$ cat src/rtl/regfile_pkg.sv
// Shared types and widths for the register-file writeback arbiter.
// Holds the request bundle and the starvation FSM state encoding.
package regfile_pkg;

  localparam int XLEN  = 32;
  localparam int RAW   = 5;
  localparam int NREGS = 1 << RAW;

  typedef struct packed {
    logic            valid;
    logic [RAW-1:0]  sel;
    logic [XLEN-1:0] data;
  } wb_req_t;

  typedef enum logic {
    NORMAL = 1'b0,
    PRIO_B = 1'b1
  } arb_state_t;

endpackage

$ cat src/rtl/wb_starve_ctr.sv
// Starvation guard for the long-latency writeback port: counts refused B cycles
// and hands priority to B once it has been refused MAX_WAIT times in a row.
module wb_starve_ctr
  import regfile_pkg::*;
#(
  parameter int MAX_WAIT = 4
) (
  input  logic       clk,
  input  logic       reset,
  input  logic       b_valid,
  input  logic       b_ready,
  output logic       b_starved,
  output arb_state_t state
);

  localparam logic [3:0] WAIT_MAX = 4'(MAX_WAIT);

  logic [3:0] wait_cnt;
  logic [3:0] cnt_next;

  always_comb begin
    // NOTE: default first so every path assigns cnt_next and no latch is inferred.
    cnt_next = wait_cnt;
    if (!b_valid || b_ready) begin
      cnt_next = '0;
    end else if (wait_cnt != WAIT_MAX) begin
      cnt_next = wait_cnt + 4'd1;
    end
  end

  // NOTE: sequential state uses non-blocking assignments so all registers update together.
  always_ff @(posedge clk) begin
    if (reset) begin
      wait_cnt  <= '0;
      state     <= NORMAL;
      b_starved <= 1'b0;
    end else begin
      wait_cnt <= cnt_next;
      case (state)
        NORMAL: begin
          if (cnt_next == WAIT_MAX) begin
            state     <= PRIO_B;
            b_starved <= 1'b1;
          end
        end
        PRIO_B: begin
          // Priority is released once B is served or withdraws.
          if (!b_valid || b_ready) begin
            state     <= NORMAL;
            b_starved <= 1'b0;
          end
        end
        default: begin
          state     <= NORMAL;
          b_starved <= 1'b0;
        end
      endcase
    end
  end

endmodule

$ cat src/rtl/regfile_wb_arbiter.sv
// Shares the single register-file write port between pipeline (A) and long-latency (B)
// writebacks. Define REGFILE_WB_SCOREBOARD_EN to add the pending-destination scoreboard.
module regfile_wb_arbiter
  import regfile_pkg::*;
#(
  parameter int MAX_WAIT = 4
) (
  input  logic            clk,
  input  logic            reset,
  input  logic            a_valid,
  output logic            a_ready,
  input  logic [RAW-1:0]  a_sel,
  input  logic [XLEN-1:0] a_data,
  input  logic            b_valid,
  output logic            b_ready,
  input  logic [RAW-1:0]  b_sel,
  input  logic [XLEN-1:0] b_data,
  output logic            wr_en,
  output logic [RAW-1:0]  wr_sel,
  output logic [XLEN-1:0] wr_data,
  output logic            b_starved
`ifdef REGFILE_WB_SCOREBOARD_EN
  ,
  input  logic            alloc_valid,
  input  logic [RAW-1:0]  alloc_sel,
  input  logic [RAW-1:0]  rs1sel,
  input  logic [RAW-1:0]  rs2sel,
  output logic            hazard
`endif
);

  arb_state_t state;
  wb_req_t    a_req;
  wb_req_t    b_req;
  wb_req_t    win;

  wb_starve_ctr #(
    .MAX_WAIT (MAX_WAIT)
  ) u_starve (
    .clk       (clk),
    .reset     (reset),
    .b_valid   (b_valid),
    .b_ready   (b_ready),
    .b_starved (b_starved),
    .state     (state)
  );

  assign a_req = '{valid: a_valid, sel: a_sel, data: a_data};
  assign b_req = '{valid: b_valid, sel: b_sel, data: b_data};

  // A wins by default; a starved B pre-empts it.
  assign a_ready = a_valid && !b_starved;
  assign b_ready = b_valid && (b_starved || !a_valid);

  always_comb begin
    win       = a_req;
    win.valid = a_ready;
    if (b_ready) begin
      win       = b_req;
      win.valid = 1'b1;
    end
  end

  // x0 writes complete the handshake but never reach the register file.
  always_ff @(posedge clk) begin
    if (reset) begin
      wr_en   <= 1'b0;
      wr_sel  <= '0;
      wr_data <= '0;
    end else begin
      wr_en <= win.valid && (win.sel != '0);
      if (win.valid && (win.sel != '0)) begin
        wr_sel  <= win.sel;
        wr_data <= win.data;
      end
    end
  end

`ifdef REGFILE_WB_SCOREBOARD_EN
  logic [NREGS-1:0] pend;
  logic [NREGS-1:0] pend_set;
  logic [NREGS-1:0] pend_clr;

  always_comb begin
    pend_set = '0;
    pend_clr = '0;
    if (alloc_valid && (alloc_sel != '0)) pend_set[alloc_sel] = 1'b1;
    if (b_ready) pend_clr[b_sel] = 1'b1;
  end

  // Set is applied after clear so a same-cycle alloc of a retiring register survives.
  always_ff @(posedge clk) begin
    if (reset) begin
      pend <= '0;
    end else begin
      pend <= (pend & ~pend_clr) | pend_set;
    end
  end

  assign hazard = pend[rs1sel] | pend[rs2sel];
`endif

  grant_onehot: assert property (@(posedge clk) !(a_ready && b_ready));
  starve_matches_state: assert property (@(posedge clk) disable iff (reset)
    b_starved == (state == PRIO_B));

endmodule

$ cat config.mk
export PLATFORM = sky130hd
export DESIGN_NAME = regfile_wb_arbiter
export DESIGN_NICKNAME = d
export VERILOG_FILES = /design/src/rtl/regfile_pkg.sv /design/src/rtl/wb_starve_ctr.sv /design/src/rtl/regfile_wb_arbiter.sv
export SDC_FILE = /design/constraint.sdc
export NUM_CORES = 1
export LEC_CHECK = 0
export ABC_AREA = 1
export CORE_ASPECT_RATIO = 1.4
export CORE_MARGIN = 4
export CORE_UTILIZATION = 35
export CTS_CLUSTER_DIAMETER = 50
export DETAILED_ROUTE_END_ITERATION = 10
export GPL_TIMING_DRIVEN = 0
export PLACE_DENSITY = 0.75
export SETUP_SLACK_MARGIN = 0.15
export SLEW_MARGIN = 20
export SYNTH_ARGS = -nofsm -noshare
export SYNTH_HDL_FRONTEND = slang
export SYNTH_HIERARCHICAL = 1
export SYNTH_SLANG_ARGS = --single-unit
$ cat constraint.sdc
create_clock -name clk -period 2.9 [get_ports clk]
set_clock_uncertainty 0.15 [all_clocks]
set_input_delay 0.435 -clock clk [delete_from_list [all_inputs] [get_ports clk]]
set_output_delay 0.435 -clock clk [all_outputs]
set_load 0.03 [all_outputs]
==> flow_metrics.tcl, run 1 <==
set metrics [dict create \
    dp_hpwl_um 5930 \
    fillers 753 \
    cts_sinks 44 \
    finish.utilization_pct 55.6 \
    multiInputGateArea_sq_um 1320 \
    synth_xor_area_share_pct 0 \
    outcome "finished, final reports clean" \
    syn2layout_area_growth_pct 54.1 \
    synth_area_sq_um 2540 \
    synth.most_common_cell "nand2_1" \
    min_period_over_period_pct 88.3 \
    synth-compound-area-share_pct 1.78 \
    maxSlewViolCount 0 \
    grt_pass1_vias 2674 \
    gp_congestion 0.784 \
    firstDrtPassIters 4 \
    antenna_cells 0 \
    ios 119 \
    wl_met2_um 3850 \
    drt_iter0_drc 64 \
    final_nets 634 \
    via_count 2907 \
    via_per_inst 4.49 \
    vdd_drop_max_v 0.000192 \
    crit_fanout 11 \
    grt.total_usage_pct 16.7 \
    worstPathCellList "clkdlybuf4s50_1 > a21boi_4 > buf_2 > clkbuf_2" \
    hold_viol_final 0 \
    power.density_nw_per_um2 395 \
    cts_tree "built" \
    path_class "primary input to output pin" \
    routed-wl-met3_um 508 \
    maxCapViolCount 0 \
    fmax_ghz 0.391 \
    clockBufferDepth 2 \
    worstSkewPairLatency_ps 290 \
    yosys-top-cells-count "nand2_1 (158), nor2_1 (83), inv_1 (52)" \
    clk_pin_slew_worst_paths_ps 70 \
    wire_per_inst_um 11.3 \
    ys_seq_area_share_pct 34.7 \
    dp_cells 642 \
    synthAdderAreaFrac_pct 0.987 \
    rows 36 \
    start_util_pct 36.1 \
    cts_setup_buffers 0 \
    setup_tns_ps 0 \
    syn-num-nets 509 \
    die_y_um 109 \
    worst_pin_slew_ps 498 \
    rsz0062_at_grt "no" \
    cpPeakStageDelay_ps 640 \
    wirelength_um 7320 \
    synthSimpleGateAreaFrac_pct 49.1 \
    core_sq_um 7030 \
    netlist_top_cells_area "dfxtp_1 (35%), nand2_1 (23%), nor2_1 (12%), nand3_1 (8.3%), inv_1 (7.7%)" \
    ys_types 22 \
    hold_ws_ps 334 \
    slew_headroom_pct 66.8 \
    crit_slowest_cell "clkdlybuf4s50_1" \
    synth_top_family_by_area "simple AND/OR/NAND/NOR gates" \
    overflow 0 \
    ant_nets 0 \
    route.top_layer_used "met4" \
    htree_num_levels 2 \
    synth_warnings 6 \
    finalCriticalPeriod_ps 2560 \
    wl_met1_um 2800 \
    antenna_found_initial 0 \
    grt_pass1_wl_um 11600 \
    crit_arrival_ps 1970 \
    cts_buffers 5 \
    layout-drive-gt1-share_pct 6.52 \
    synth_edf_count 0 \
    io_buffers 118 \
    synthFlopType "dfxtp_1" \
    synth_top_area_cell "dfxtp_1" \
    yosysTopAreaCellShare_pct 34.7 \
    async_flop_share_pct 0 \
    muxShareOfSynthArea_pct 0 \
    setup_violations 0 \
    ys_ff_latch 44 \
    synthCells 429 \
    cts-root-buf "clkbuf_8" \
    hold_buffers 0 \
    power_mw 1.54 \
    synth.avg_cell_area_sq_um 5.91 \
    start_kind "primary input" \
    end_kind "output pin" \
    grt_max_degree 12 \
    final_cells 647 \
    post-route-drc-count 0 \
    regArea_sq_um 881 \
    die_w_um 79.9 \
    cp.required_ps 2320 \
    die-area_sq_um 8690 \
    p_leak_nw 2.00 \
    worst_hold_path_type "register to register" \
]
## placed cells by master (no fill, tap or decap)
cell type,Yosys,final
nor2_1,83,83
a21oi_2,1,1
nand4_1,3,3
inv_1,52,52
o21ai_1,1,1
nor2_4,2,2
clkbuf_2,0,1
buf_2,4,4
nand2_1,158,158
inv_2,4,4
nand3_1,42,42
buf_6,7,7
a21boi_4,0,1
nor3_1,2,2
a21oi_1,2,2
clkdlybuf4s50_1,0,117
clkbuf_1,4,4
o21ai_0,2,2
buf_1,4,4
nand2_2,6,6
dfxtp_1,44,44
nor2_2,2,2
nand3_2,3,3
clkbuf_8,0,5
ha_1,2,2
## worst max-delay path, delay by kind of cell
family | cells | cell delay, ps
AO/OA/AOI/OAI | 1 | 350
buffers and inverters | 3 | 1190
## repair_timing
item	CTS	global route
pin swaps	0	0
endpoints found under the setup margin	1	1
resized for setup	2	2
hold endpoints to repair	0	0
## metrics by stage
stage,worst slack [ps],cell area [sq um]
2_1_floorplan,967,2540
5_1_grt,272,3910
4_1_cts,157,3910
6_report,341,3910
3_3_place_gp,-196,3840
3_5_place_dp,-215,3840
## logic make-up (layout without fill, tap and decap cells)
group / after synthesis / after routing
simple gates: 301 / 301
flops: 44 / 44
compound gates: 7 / 7
fa+ha+maj: 2 / 2
buf+inv: 75 / 198
## per-layer routing
layer	track usage (%)	vias up
met2	31.9	90
met5	0	-
met4	5.92	0
met1	17.7	1284
li1	-	1522
met3	3.72	11
## sequential cells by signal, summed over array words and instances (netlist names)
| name | flops |
|---|---|
| wr_data | 32 |
| wr_sel | 5 |
| u_starve/wait_cnt | 4 |
| u_starve/b_starved | 1 |
| u_starve/state | 1 |
| wr_en | 1 |
## layout make-up
type                            instances  share of cell area [%]
Buffer                                 19                    3.30
Tap cell                               95                    3.04
Timing Repair Buffer                  118                    30.1
Sequential cell                        44                    22.5
Inverter                               56                    5.38
Multi-Input combinational cell        310                    33.9
Clock buffer                            5                    1.76
## path summary, 6_finish.rpt
| check | cells past startpoint | slack (ps) | from | end |
|---|---|---|---|---|
| min reg2reg | 2 | 330 | wr_data[31] | wr_data[31] |
| max | 4 | 340 | b_valid | b_ready |
| min | 2 | 330 | wr_data[31] | wr_data[31] |
| max reg2reg | 10 | 870 | u_starve/b_starved | wr_sel[3] |
## where the power goes
group / internal, mW / switching, mW / total, mW
clock network: 0.155 / 0.184 / 0.340
logic: 0.251 / 0.275 / 0.526
registers: 0.652 / 0.0239 / 0.676
No activity file was read; power rests on OpenSTA's default activity.
==> run 2: changes to the inputs <==
Settings changed: CELL_PAD_IN_SITES_DETAIL_PLACEMENT set to 1, CELL_PAD_IN_SITES_GLOBAL_PLACEMENT set to 2, CORE_UTILIZATION 35 to 21, HOLD_SLACK_MARGIN set to 0.02, PLACE_DENSITY 0.75 to 0.9.
==> flow_metrics.tcl, run 2 (same netlist as run 1, synthesis figures left out) <==
set metrics [dict create \
    outcome "finished, final reports clean" \
    p_seq_share_pct 37.8 \
    htree_num_levels 2 \
    power_mw 1.79 \
    overflow 0 \
    drt_iter0_drc 67 \
    top_regs "wr_data: 32 flops, wr_sel: 5 flops, u_starve/wait_cnt: 4 flops" \
    layout_common_cells "nand2_1 (158), clkdlybuf4s50_1 (117), nor2_1 (83)" \
    start_util_pct 21.5 \
    fmax_ghz 0.383 \
    layout-drive-gt1-share_pct 6.67 \
    power.density_nw_per_um2 441 \
    regArea_sq_um 881 \
    post-route-drc-count 0 \
    core_sq_um 11800 \
    start_kind "primary input" \
    min_period_over_period_pct 90.1 \
    antenna_found_initial 0 \
    ios 119 \
    slew_headroom_pct 66.6 \
    final_common_cell "nand2_1" \
    worst_hold_path_type "register to register" \
    switching_share_pct 30.3 \
    rows 47 \
    grt.total_usage_pct 13.0 \
    via_per_inst 4.16 \
    io_buffers 118 \
    maxSlewViolCount 0 \
    combPwrFrac_pct 30.0 \
    cts_buffers 5 \
    dp_hpwl_um 7190 \
    multiInputGateArea_sq_um 1320 \
    finish.utilization_pct 34.3 \
    grt_max_degree 13 \
    top_register "wr_data" \
    die_w_um 101 \
    die-area_sq_um 13900 \
    crit_arrival_ps 2030 \
    rsz0062_at_grt "no" \
    cts-root-buf "clkbuf_16" \
    largest_register_ffs 32 \
    firstDrtPassIters 4 \
    path_class "primary input to output pin" \
    p_sw_mw 0.542 \
    syn2layout_area_growth_pct 60.0 \
    maxCapViolCount 0 \
    p_leak_nw 2.04 \
    finalCriticalPeriod_ps 2610 \
    worstSkewPairLatency_ps 280 \
    clk_pin_slew_worst_paths_ps 60 \
    ant_nets 0 \
    grt_pass1_wl_um 14500 \
    final_cells 702 \
    cp.required_ps 2320 \
    setup_tns_ps 0 \
    clockBufferDepth 2 \
    via_count 2923 \
    crit_fanout 11 \
    gp_congestion 0.693 \
    cts_setup_buffers 0 \
    antenna_cells 0 \
    die_y_um 138 \
    fillers 1518 \
    worstPathCellList "clkdlybuf4s50_1 > a21boi_4 > clkbuf_4 > clkdlybuf4s15_2" \
    crit_slowest_cell "clkdlybuf4s50_1" \
    wire_per_inst_um 12.9 \
    pwr-share-clk_pct 32.2 \
    cts_tree "built" \
    vdd_drop_max_v 0.000184 \
    dp_cells 694 \
    grt_pass1_vias 3052 \
    setup_violations 0 \
    final_nets 634 \
    cts_sinks 44 \
    p_int_mw 1.25 \
    wirelength_um 9060 \
    worst_pin_slew_ps 500 \
    hold_viol_final 0 \
    cpPeakStageDelay_ps 600 \
    end_kind "output pin" \
]
## run 2: cell types whose count changed in the layout (fill, tap and decap cells not counted), sizes merged
cell	previous run	this run
buf	15	14
clkbuf	10	13
clkdlybuf4s15	0	1
## run 2: stage by stage
step                worst slack [ps]  instance area [sq um]  hold WS, ps
floorplan                        967                   2540          288
global placement                -267                   3900          303
detailed placement              -300                   3900          317
CTS                              190                   4060          327
global route                     168                   4060          353
finish                           288                   4060          325
## run 2: what timing repair did
action,4_1_cts,5_1_grt
gates resized for setup,4,1
hold buffers,0,0
endpoints found under the setup margin,1,1
## run 2: cell type report
| type | instances | area share, % |
|---|---|---|
| clock buffers | 8 | 3.61 |
| plain buffers | 19 | 3.24 |
| multi-input cells | 310 | 32.6 |
| inverters | 56 | 5.18 |
| flip-flops and latches | 44 | 21.7 |
| well taps | 147 | 4.53 |
| repair buffers | 118 | 29.1 |
## run 2: path summary, 6_finish.rpt
path	startpoint	to	slack, ps	cells past startpoint
max	b_valid	b_ready	290	4
min	u_starve/state	u_starve/state	330	2
max reg2reg	u_starve/b_starved	wr_data[17]	850	10
min reg2reg	u_starve/state	u_starve/state	330	2
## run 2: layer usage
layer	vias up	track usage, %	part of all wire, %
met3	12	3.28	6.5
met4	0	4.19	2.0
met1	1309	13.2	37
met5	-	0	0
met2	74	25.0	54
li1	1528	-	-
## run 2: critical path: cells and delay by family
kind            cells  cell delay, ps
buf+inv             3            1220
compound gates      1             360
## run 2: power groups by stage
stage               sequential, mW  clock, mW  combinational, mW
floorplan                    0.780          0              0.194
global placement             0.689          0              0.536
detailed placement           0.692          0              0.546
CTS                          0.679      0.601              0.549
global route                 0.685      0.621              0.593
finish                       0.678      0.576              0.537
